`config.mk`:
```
export PLATFORM = sky130hd
export DESIGN_NAME = pure_literal_emitter
export DESIGN_NICKNAME = d
export VERILOG_FILES = /design/src/rtl/dpll_pkg.sv /design/src/rtl/pure_literal_emitter.sv
export SDC_FILE = /design/constraint.sdc
export NUM_CORES = 1
export LEC_CHECK = 0
export CAP_MARGIN = 20
export CORE_MARGIN = 2
export CORE_UTILIZATION = 45
export CTS_CLUSTER_DIAMETER = 150
export DETAILED_ROUTE_END_ITERATION = 12
export PLACE_DENSITY = 0.7
export SETUP_SLACK_MARGIN = 0.2
export SYNTH_ARGS = -nofsm -noshare
export SYNTH_HDL_FRONTEND = slang
export SYNTH_SLANG_ARGS = --single-unit
```
`constraint.sdc`:
```
create_clock -name clk -period 5.1 [get_ports clk]
set_clock_uncertainty 0.05 [all_clocks]
set_input_delay 1.275 -clock clk [delete_from_list [all_inputs] [get_ports clk]]
set_output_delay 1.275 -clock clk [all_outputs]
set_load 0.01 [all_outputs]
```
`src/rtl/dpll_pkg.sv`:
```
// Shared DPLL definitions: controller states, literal width convention and
// the literal encoder used by both the pure-literal detector and emitter.
package dpll_pkg;

  // Widest variable index the encoder helper supports. Instances use
  // WIDTH < MaxWidth so the encoded result always has spare upper bits.
  localparam int unsigned MaxWidth = 32;
  localparam int unsigned MaxLitW  = MaxWidth + 1;

  // Literals carry one sign bit above the variable index.
  function automatic int unsigned lit_width(input int unsigned width);
    return width + 1;
  endfunction

  // Pure-literal emitter states.
  typedef enum logic [1:0] {
    StIdle = 2'd0,
    StScan = 2'd1,
    StEmit = 2'd2,
    StDone = 2'd3
  } emit_state_e;

  // Index plus polarity to a two's-complement signed literal. Callers keep
  // the low lit_width(WIDTH) bits; modular negation makes the truncation exact.
  function automatic logic [MaxLitW-1:0] encode_lit(input logic [MaxWidth-1:0] idx,
                                                    input logic              positive);
    logic [MaxLitW-1:0] mag;
    mag = {1'b0, idx};
    return positive ? mag : (MaxLitW'(0) - mag);
  endfunction

endpackage

```
`src/rtl/pure_literal_emitter.sv`:
```
// Pure-literal emitter: snapshots the positive/negative occurrence bitmaps on
// start, walks variables 1..OUT_SIZE-1 one per cycle and hands every variable
// seen in exactly one polarity downstream as a signed literal over a
// valid/ready handshake. Variable 0 is reserved and never visited.
module pure_literal_emitter
  import dpll_pkg::*;
#(
  parameter int unsigned WIDTH    = 8,
  parameter int unsigned OUT_SIZE = 256
) (
  input  logic                 clk,
  input  logic                 reset,
  input  logic                 start,
  input  logic [OUT_SIZE-1:0]  pos_occ,
  input  logic [OUT_SIZE-1:0]  neg_occ,
  output logic [WIDTH:0]       literal_out,
  output logic                 literal_valid,
  input  logic                 literal_ready,
  output logic                 busy,
  output logic                 done,
  output logic [WIDTH:0]       pure_count
);

  localparam int unsigned LitW = lit_width(WIDTH);

  // Last variable slot; scanning stops after it.
  localparam logic [WIDTH-1:0] LastIdx  = WIDTH'(OUT_SIZE - 1);
  localparam logic [WIDTH-1:0] FirstIdx = WIDTH'(1);

  emit_state_e         state_q;
  logic [WIDTH-1:0]    idx_q;
  logic [OUT_SIZE-1:0] pos_snap_q;
  logic [OUT_SIZE-1:0] neg_snap_q;

  // Snapshot bits of the variable currently under the scan pointer.
  logic cur_pos;
  logic cur_neg;
  logic cur_pure;
  logic at_last;

  logic [MaxWidth-1:0] idx_ext;
  logic [MaxLitW-1:0]  lit_full;
  logic [LitW-1:0]     scan_lit;
  logic                unused_lit_hi;

  // Decode the scan pointer against the snapshot and pre-encode its literal.
  always_comb begin
    cur_pos  = pos_snap_q[idx_q];
    cur_neg  = neg_snap_q[idx_q];
    cur_pure = cur_pos ^ cur_neg;
    at_last  = (idx_q == LastIdx);
    idx_ext  = MaxWidth'(idx_q);
    lit_full = encode_lit(idx_ext, cur_pos);
    scan_lit = lit_full[LitW-1:0];
  end

  // Upper encoder bits are redundant sign extension.
  assign unused_lit_hi = ^lit_full[MaxLitW-1:LitW];

  // Scan controller; every output is a register updated here.
  always_ff @(posedge clk) begin
    if (reset) begin
      state_q       <= StIdle;
      idx_q         <= FirstIdx;
      pos_snap_q    <= '0;
      neg_snap_q    <= '0;
      literal_out   <= '0;
      literal_valid <= 1'b0;
      busy          <= 1'b0;
      done          <= 1'b0;
      pure_count    <= '0;
    end else begin
      // done is a single-cycle pulse, raised only on the transition into StDone.
      done <= 1'b0;
      unique case (state_q)
        StIdle: begin
          if (start) begin
            pos_snap_q <= pos_occ;
            neg_snap_q <= neg_occ;
            idx_q      <= FirstIdx;
            pure_count <= '0;
            busy       <= 1'b1;
            state_q    <= StScan;
          end
        end

        StScan: begin
          if (cur_pure) begin
            literal_out   <= scan_lit;
            literal_valid <= 1'b1;
            state_q       <= StEmit;
          end else if (at_last) begin
            done    <= 1'b1;
            state_q <= StDone;
          end else begin
            idx_q <= idx_q + FirstIdx;
          end
        end

        StEmit: begin
          // literal_out/literal_valid hold until the handshake completes.
          if (literal_ready) begin
            literal_valid <= 1'b0;
            pure_count    <= pure_count + LitW'(1);
            if (at_last) begin
              done    <= 1'b1;
              state_q <= StDone;
            end else begin
              idx_q   <= idx_q + FirstIdx;
              state_q <= StScan;
            end
          end
        end

        StDone: begin
          busy    <= 1'b0;
          state_q <= StIdle;
        end

        default: begin
          state_q <= StIdle;
        end
      endcase
    end
  end

endmodule

```
Word level (Yosys, flattened, before mapping). Cells that the tools add are included.

Add/sub/neg operators: 3. Order comparisons: 1. Equal/unequal tests: 9. Muxes and demuxes: 28. Bitwise operators: 1. Reductions and logical operators: 12.

Operators with widths (count): 2-to-1 mux 8 bit (4); 2-to-1 mux 9 bit (3); case mux 8 bit (3 select lines) (1); case mux 9 bit (2 select lines) (1); binary-select mux 1 bit (select 8 bit) (2); 2-to-1 mux 2 bit (5); adder 9 x 1 -> 9 bit (second input constant) (1); < comparator 8 x 9 -> 1 bit (second input constant) (1); AND reduction 3 bit (3); subtractor 1 x 8 -> 9 bit (first input constant) (1); adder 8 x 1 -> 8 bit (second input constant) (1); == test 8 bit (second input constant) (1); 2-to-1 mux 1 bit (8); inequality test 2 bit (second input constant) (4); case mux 2 bit (4 select lines) (1); case mux 1 bit (2 select lines) (3); AND reduction 2 bit (3); nonzero test 2 bit (3); == test 2 bit (second input constant) (2); AND reduction 4 bit (1); inequality test 3 bit (second input constant) (1); nonzero test 3 bit (1); == test 2 x 1 -> 1 bit (second input constant) (1); zero test 2 bit (1); XOR 1 bit (1).

Register bits after elaboration: 543. Input port bits: 516. Output and inout port bits: 21. Logic and storage cells: 63.

Logic depth before layout (Yosys ltp).
Depth after elaboration: 5. Depth in mapped cells: 15. Gate-level depth less buffers: 9.

Worst setup path before layout. OpenSTA, ideal clock, no wires.

Path type: reg2reg. Start point: register idx_q[0]. End point: register idx_q[6]. Library setup time: 0.119 ns. Data arrival time: 3.199 ns. Data required time: 4.931 ns. Path slack: 1.732 ns. Cell stages (with the launch flop): 12. Path buffers: 3. Clock period less this slack: 3.368 ns. Cell sequence: dfxtp_1 -> buf_4 -> buf_4 -> buf_2 -> mux4_2 -> mux4_2 -> nand2_1 -> a32oi_1 -> a22oi_2 -> xnor2_1 -> o21ai_0 -> o221a_2.

Cells in the longest elaborated chain, start to end: 5. Elaborated cells between the ends (all ways): 13. Those cells by class: add/sub (1); eq/ne (2); mux (8); bitwise (1); reduce/logical (1).

RTL lines: from (decl) (line pure_literal_emitter.sv:31) `logic [WIDTH-1:0] idx_q;`; from (signal assigned) (line pure_literal_emitter.sv:64) `idx_q <= FirstIdx;`; from (signal assigned) (line pure_literal_emitter.sv:80) `idx_q <= FirstIdx;`; from (signal assigned) (line pure_literal_emitter.sv:96) `idx_q <= idx_q + FirstIdx;`; binary-select mux 1 bit (select 8 bit), on equally long branches (line pure_literal_emitter.sv:48, pure_literal_emitter.sv:49); 2-to-1 mux 1 bit, on equally long branches (line pure_literal_emitter.sv:48, pure_literal_emitter.sv:49); XOR 1 bit (line pure_literal_emitter.sv:50) `cur_pure = cur_pos ^ cur_neg;`; inequality test 2 bit (no line); AND reduction 4 bit (no line).

Several ways; a longest one is shown, not always the timed one. The select of a mux whose other input is x is not followed. A chain may end at the register's enable or synchronous reset.

Final worst setup path.
Start point: register idx_q[1]. End point: register idx_q[6].

The elaborated chain is that of the path after synthesis.

==> flow_summary.rst <==
.. list-table::
   :header-rows: 1

   * - Metric
     - Value
   * - Outcome
     - completed
   * - IR Drop Worst-Case VDD
     - 0.000290 V
   * - Final critical-path share of the clock period
     - 86.3%
   * - Final count of hold timing violations
     - 0
   * - Clock-pin slew on the worst setup and hold paths
     - 0.06 ns
   * - Ratio of routed vias to standard cells
     - 5.57
   * - Setup total negative slack
     - 0 ns
   * - Fillers
     - 4407
   * - Fraction of post-synthesis cell area in the top cell type by area
     - 46.5%
   * - Die Area
     - 53800 sq um
   * - Pin count of the biggest net entering global routing
     - 205
   * - Average wire per cell in the routed design
     - 20.3 microns
   * - Clock network fraction of total power
     - 30.1%
   * - Switching component of the power
     - 4.68 mW
   * - Flip-flop and latch area
     - 10900 sq um
   * - Unrepaired setup endpoints after global routing
     - false
   * - Area of the placeable core
     - 51300 sq um
   * - Netlist Area Pre-Place
     - 23400 sq um
   * - Die height
     - 232 microns
   * - Crit. Startpoint
     - idx_q[1]
   * - Total power density per cell area
     - 452 nW/um^2
   * - Clock Latency Late Sink
     - 0.62 ns
   * - First-pass GRT wire length
     - 121000 microns
   * - Number of clock buffers inserted by TritonCTS
     - 55
   * - Type of destination of the critical path
     - flip-flop
   * - Root cell of the clock tree
     - sky130_fd_sc_hd__clkbuf_16
   * - Fraction of power spent switching nets
     - 33.3%
   * - Yosys reg bits
     - 543
   * - Worst R2R Start
     - idx_q[1]
   * - MaxCap Viol Count
     - 0
   * - H-tree Lvls
     - 2
   * - Cell Count Post-Placement
     - 3812
   * - Effective utilization at floorplan
     - 45.6%
   * - Number of buffers added for setup after CTS
     - 0
   * - Final Wtd Congestion
     - 0.892
   * - Cell type with the largest total area after synthesis
     - sky130_fd_sc_hd__dfxtp_1
   * - Ratio of cells with drive above 1 in the final layout
     - 8.66%
   * - Worst Tran Pin Value
     - 0.921 ns
   * - Internal power contribution
     - 9.36 mW
   * - Count of final setup violators
     - 0
   * - Distinct cell type count of the synthesized netlist
     - 64
   * - Tot GR Track Use
     - 28.9%
   * - Top area cells in the synthesized netlist
     - sky130_fd_sc_hd__dfxtp_1 (46%), sky130_fd_sc_hd__nand2_1 (17%), sky130_fd_sc_hd__a21oi_1 (12%), sky130_fd_sc_hd__mux4_2 (10%), sky130_fd_sc_hd__clkbuf_1 (2.9%)
   * - TritonCTS clock tree
     - yes
   * - Worst Min Path Start
     - neg_snap_q[191]
   * - Worst Setup Start Kind
     - flip-flop
   * - Pins over their slew limit
     - 0
   * - Primary FF master, synth
     - sky130_fd_sc_hd__dfxtp_1
   * - Buffers on Ports
     - 536
   * - Resize count post-CTS
     - 0
   * - Share of flip-flops with an asynchronous set or reset after synthesis
     - 0%
   * - Sinks on the clock net
     - 543
   * - Post-Syn Nets
     - 3308
   * - Maximum net fanout on the critical path
     - 42
   * - Final standard cell count with taps included and fillers excluded
     - 3918
   * - Leakage Power
     - 11.4 nW
   * - # DRC
     - 0
   * - Via count of the routed design
     - 21800
   * - Mapped Cells
     - 2785
   * - Initial detailed-routing violation count
     - 2302
   * - Data required time of the critical path
     - 5.56 ns
   * - Antenna violation net count after detailed routing
     - 0
   * - Layout Area Growth over Synthesis
     - 32.7%
   * - Row count
     - 83
   * - Hold buffer count at cts
     - 0
   * - Category of the critical setup timing path
     - reg2reg
   * - Area of the multi-input gates
     - 11500 sq um
   * - 1st-pass router iterations
     - 6
   * - Number of global-route vias before repair
     - 21600
   * - Number of antenna violations at the first check in global routing
     - 6
   * - Boundary Pins
     - 537
   * - CTS max path bufs
     - 3
   * - Sequential share of power
     - 39.2%
   * - Highest attainable clock frequency
     - 227 MHz
   * - Combinational Power Share
     - 30.7%
   * - Final WL
     - 79700 microns
   * - Worst slew margin
     - 38.6%
   * - Final HPWL DP
     - 58000 microns
   * - Average size of a mapped cell
     - 8.40 sq um
   * - GRT overflow
     - 0
   * - Worst hold path class
     - reg2reg
   * - Count of flip-flops with a built-in enable after synthesis
     - 0
   * - Yosys warns
     - 0
   * - Horizontal extent of the die
     - 232 microns
   * - Final net count
     - 3712
   * - Data arrival time of the critical path
     - 4.86 ns
   * - Sequential share of the synthesized area
     - 46.5%
   * - Clock period minus final worst setup slack
     - 4.40 ns
## layout by cell type (no fill, tap or decap), types with 7 or more instances in the layout
cell | netlist | final
sky130_fd_sc_hd__a22oi_1 | 11 | 11
sky130_fd_sc_hd__a22o_1 | 8 | 8
sky130_fd_sc_hd__nor2b_1 | 8 | 8
sky130_fd_sc_hd__clkbuf_8 | 0 | 8
sky130_fd_sc_hd__xor2_1 | 7 | 7
sky130_fd_sc_hd__dfxtp_1 | 543 | 538
sky130_fd_sc_hd__nor2_1 | 33 | 32
sky130_fd_sc_hd__bufinv_16 | 0 | 7
sky130_fd_sc_hd__nand2_1 | 1056 | 1055
sky130_fd_sc_hd__o221ai_1 | 12 | 12
sky130_fd_sc_hd__mux4_2 | 109 | 109
sky130_fd_sc_hd__and2_1 | 9 | 8
sky130_fd_sc_hd__o211ai_1 | 9 | 9
sky130_fd_sc_hd__clkdlybuf4s50_1 | 0 | 535
sky130_fd_sc_hd__a21oi_1 | 538 | 538
sky130_fd_sc_hd__buf_4 | 17 | 26
sky130_fd_sc_hd__a211oi_1 | 9 | 9
sky130_fd_sc_hd__ha_1 | 7 | 7
sky130_fd_sc_hd__clkbuf_16 | 0 | 56
sky130_fd_sc_hd__buf_12 | 0 | 13
sky130_fd_sc_hd__o21ai_0 | 12 | 12
sky130_fd_sc_hd__clkinv_2 | 0 | 14
sky130_fd_sc_hd__nand3_1 | 18 | 18
sky130_fd_sc_hd__inv_1 | 11 | 11
sky130_fd_sc_hd__mux2_2 | 15 | 15
sky130_fd_sc_hd__mux2i_1 | 46 | 46
## flip-flops by register name, summed over array words and instances, names as in the netlist
signal / cells
neg_snap_q: 256
done: 1
idx_q: 8
state_q: 2
pure_count: 9
literal_out: 9
literal_valid: 1
busy: 1
pos_snap_q: 256
## path summary, 6_finish.rpt
path / end / cells past startpoint / slack [ns]
setup / recovery: idx_q[6] / 9 / 0.70
hold / removal: neg_snap_q[191] / 2 / 0.40
setup reg to reg: idx_q[6] / 9 / 0.70
hold reg to reg: neg_snap_q[191] / 2 / 0.40
## metal layers
metal	GRT usage, %	vias up	part of all wire (%)
met2	48.0	885	48
met3	5.02	167	7.0
met4	11.9	2	4.0
met5	0	-	0.016
li1	-	10300	-
met1	37.2	10500	41
## worst max-delay path, cell delays in order, from the launching register on
cell and delay, ns:
sky130_fd_sc_hd__dfxtp_4 0.85, sky130_fd_sc_hd__nand3b_1 0.73, sky130_fd_sc_hd__o221ai_1 0.46, sky130_fd_sc_hd__o31ai_1 0.12, sky130_fd_sc_hd__a21oi_1 0.31, sky130_fd_sc_hd__o22a_1 0.32, sky130_fd_sc_hd__a21oi_4 0.15, sky130_fd_sc_hd__xnor2_1 0.68
sky130_fd_sc_hd__o21ai_0 0.26, sky130_fd_sc_hd__o221a_2 0.32
## metrics by stage
step	total power [mW]	worst slack (ns)	hold WS, ns	area (sq um)	util [%]
after floorplan	8.42	1.73	0.382	23400	-
after global placement	9.76	0.915	0.389	29100	56.8
after detailed placement	9.88	0.814	0.393	29100	56.8
after CTS	14.1	0.794	0.401	31000	60.5
after global routing	14.7	0.545	0.415	31000	60.5
final	14.0	0.697	0.401	31000	60.5
## logic make-up (layout without fill, tap and decap cells)
kind of cell               Yosys count  after routing  synth area share, %
muxes                              173            173                 13.5
other                                0              6                    0
xor gates and xnor gates            14             14                0.604
AOI/OAI and AO/OA                  654            654                 15.5
DFF                                543            543                 46.5
and+or+nand+nor                   1153           1153                 19.1
adders and majority gates            7              7                0.374
buffers and inverters              241            688                 4.36
## synthesized netlist by cell type, types with 4 or more instances
cell,instances
sky130_fd_sc_hd__a22oi_1,11
sky130_fd_sc_hd__a221o_1,6
sky130_fd_sc_hd__mux2i_1,46
sky130_fd_sc_hd__inv_1,11
sky130_fd_sc_hd__nand3_1,18
sky130_fd_sc_hd__and2_1,9
sky130_fd_sc_hd__mux4_2,109
sky130_fd_sc_hd__mux2_2,15
sky130_fd_sc_hd__o22ai_1,5
sky130_fd_sc_hd__nor2b_1,8
sky130_fd_sc_hd__buf_1,14
sky130_fd_sc_hd__buf_4,17
sky130_fd_sc_hd__nand2b_1,6
sky130_fd_sc_hd__buf_2,11
sky130_fd_sc_hd__a211oi_1,9
sky130_fd_sc_hd__buf_6,5
sky130_fd_sc_hd__dfxtp_1,543
sky130_fd_sc_hd__ha_1,7
sky130_fd_sc_hd__xnor2_1,6
sky130_fd_sc_hd__o21ai_0,12
sky130_fd_sc_hd__a22o_1,8
sky130_fd_sc_hd__a32oi_1,4
sky130_fd_sc_hd__nor2_1,33
sky130_fd_sc_hd__a21oi_1,538
sky130_fd_sc_hd__o221ai_1,12
sky130_fd_sc_hd__xor2_1,7
sky130_fd_sc_hd__a211o_1,4
sky130_fd_sc_hd__nand4_1,6
sky130_fd_sc_hd__clkbuf_1,181
sky130_fd_sc_hd__o211ai_1,9
sky130_fd_sc_hd__nand2_1,1056
## cell type report
cell class / instances / area share [%]
clock inverter: 30 / 1.17
multi-input combinational: 2001 / 37.1
antenna: 6 / 0.0484
timing repair buffer: 575 / 18.8
tap: 680 / 2.74
inverter: 13 / 0.157
clock buffer: 70 / 4.94
sequential: 543 / 35.1
## power groups by stage
stage          sequential [mW]  combinational (mW)  clock, mW
5_1_grt                   5.57                4.72       4.45
4_1_cts                   5.50                4.31       4.27
3_5_place_dp              5.58                4.30          0
6_report                  5.50                4.32       4.22
3_3_place_gp              5.56                4.20          0
2_1_floorplan             5.26                3.16          0
Note: power is estimated with default switching activity, not from simulation.
==> patch, RTL diff (same flow settings) <==
Put one more register stage on the output `pure_count`. The value now appears one clock later. The other outputs are not delayed to match.
--- a/src/rtl/pure_literal_emitter.sv
+++ b/src/rtl/pure_literal_emitter.sv
@@ -28,2 +28,4 @@
   localparam logic [WIDTH-1:0] FirstIdx = WIDTH'(1);
+
+  logic [WIDTH:0] pure_count_s0;
 
@@ -70,3 +72,3 @@
       done          <= 1'b0;
-      pure_count    <= '0;
+      pure_count_s0 <= '0;
     end else begin
@@ -80,3 +82,3 @@
             idx_q      <= FirstIdx;
-            pure_count <= '0;
+            pure_count_s0 <= '0;
             busy       <= 1'b1;
@@ -103,3 +105,3 @@
             literal_valid <= 1'b0;
-            pure_count    <= pure_count + LitW'(1);
+            pure_count_s0 <= pure_count_s0 + LitW'(1);
             if (at_last) begin
@@ -126,2 +128,6 @@
 
+  always_ff @(posedge clk) begin
+    pure_count <= pure_count_s0;
+  end
+
 endmodule
Check against the original RTL: not settled (the Yosys comparison gave no result); the edit may change what the design does.
==> patch against the original RTL <==
Setup slack gained 0.0011 ns; combinational power rose by 2%; highest routed layer unchanged; power is 2.8% higher; sequential cell count increased by 9; synthesized area is 1.6% higher; design area grew 1.5%; synthesized cell count is 0.18% higher; wire length rose by 1.2%; count of clock-buffer cells in the layout increased by 15; die area rose by 1.6%; first-iteration DRC count down 26%.
==> patch: results (changes against the original RTL) <==
vias in the first global route 21300 (-1.4%); clock tree root driver cell clkbuf_16; share of Yosys cell area claimed by the top area cell type 46.5% (about the same); first-pass GRT wire length 120 mm (-1.1%); setup repair bufs after CTS 0 (unchanged); via/cell ratio 5.50 (-1.4%); synth cell count leaders nand2_1 (1077), dfxtp_1 (552), a21oi_1 (529); Mapped Nets 3313 (+0.15%); Yosys cell types 74 (+16%); initial antenna violation count 5 (-1); first drt pass iteration count 8 (+2); critical path fanouts, max 51 (+21%); CTS clock-pin slew for the worst setup and hold paths 0.06 ns (about the same); CTS Buf Count 57 (+3.6%); layout cells sized above 1 8.74% (+0.080 points); Pleak 0.0117 uW (+2.7%); register area share after synthesis 46.5% (about the same); Synth Area in Compound Gates 14.6% (-0.92 points); gr usage total 28.6% (-0.32 points); GP Congestion 0.871 (-2.4%); largest net degree at the start of global routing 253 (+23%); WP data arrival 4.85 ns (about the same); Relative slew margins 12.8% (-26 points); DR WL/cell 20.5 um (+0.72%); largest area contributor in the netlist dfxtp_1; multiplexer area fraction after synthesis 13.9% (+0.41 points); synth top area cells dfxtp_1 (46%), nand2_1 (17%), a21oi_1 (11%), mux4_2 (9.5%), clkbuf_1 (2.9%); final net count 3725 (+0.35%); internal power 9680 uW (+3.4%); layout filler cell count 4497 (+2.0%); final HPWL from detailed placement 58.0 mm (-0.12%); adder-cell area share of the yosys netlist 0.368% (-0.0060 points); Cell Area, Placed 29500 um^2 (+1.2%); Synth Area in XOR/XNOR 0.479% (-0.13 points); Max IR drop VDD 0.246 mV (-15%); DRT iter0 DRCs 1713 (-26%); status finished, final reports clean
patch: changes by cell type after synthesis, sizes merged, moves of 8 or more:
cell,delta
dfxtp,+9
nor3,+10
mux4,+8
a21oi,-9
nand2,+22
a22o,-8
patch: worst max-delay path, delay by kind of cell (launching register included):
family	cells	cell delay (ns)
AO/OA/AOI/OAI	5	1.57
flip-flops	1	0.85
AND/OR/NAND/NOR	5	1.74
patch: area by class of cell:
type,instances,area [um^2],share of cell area [%]
Tap cell,688,861,2.73
Inverter,13,48.8,0.155
Clock inverter,20,287,0.909
Sequential cell,552,11100,35.1
Clock buffer,85,1730,5.50
Antenna cell,2,5.00,0.0159
Multi-Input combinational cell,1997,11600,36.8
Timing Repair Buffer,581,5900,18.7
patch: worst paths after layout:
path / to / startpoint / depth (start not counted) / slack [ns]
min: pure_count[8] / pure_count_s0[8] / 0 / 0.32
max: idx_q[2] / idx_q[1] / 10 / 0.70
min reg2reg: pure_count[8] / pure_count_s0[8] / 0 / 0.32
max reg2reg: idx_q[2] / idx_q[1] / 10 / 0.70
patch: per-layer routing:
layer,share of wire (%),track usage [%],vias up
li1,-,-,10300
met1,41,36.4,10300
met2,49,48.2,844
met3,6.4,4.18,178
met4,4.0,12.6,6
met5,0.052,0,-
patch: kinds of logic (layout without fill, tap and decap cells):
kind of cell,Yosys count,count (layout)
mux,172,172
xor+xnor,13,13
flops,552,552
simple gates,1179,1179
compound gates,626,626
fa+ha+maj,7,7
buf+inv,241,699
other cells,0,2
patch: stage by stage:
stage | instances | hold slack [ns] | setup WS (ns) | utilization, % | power (uW)
after global placement | 3830 | 0.307 | 0.874 | 56.2 | 9930
final | 3938 | 0.319 | 0.698 | 60.1 | 14400
after global routing | 3937 | 0.325 | 0.621 | 60.1 | 15100
after CTS | 3935 | 0.321 | 0.774 | 60.0 | 14500
after detailed placement | 3830 | 0.311 | 0.849 | 56.2 | 10000
after floorplan | 2790 | 0.299 | 1.72 | - | 8550
patch: power by group through the flow:
stage          clock (uW)  sequential [uW]  combinational, uW
2_1_floorplan           0             5350               3200
3_3_place_gp            0             5630               4300
3_5_place_dp            0             5660               4390
4_1_cts              4480             5570               4410
5_1_grt              4670             5650               4810
6_report             4440             5570               4420
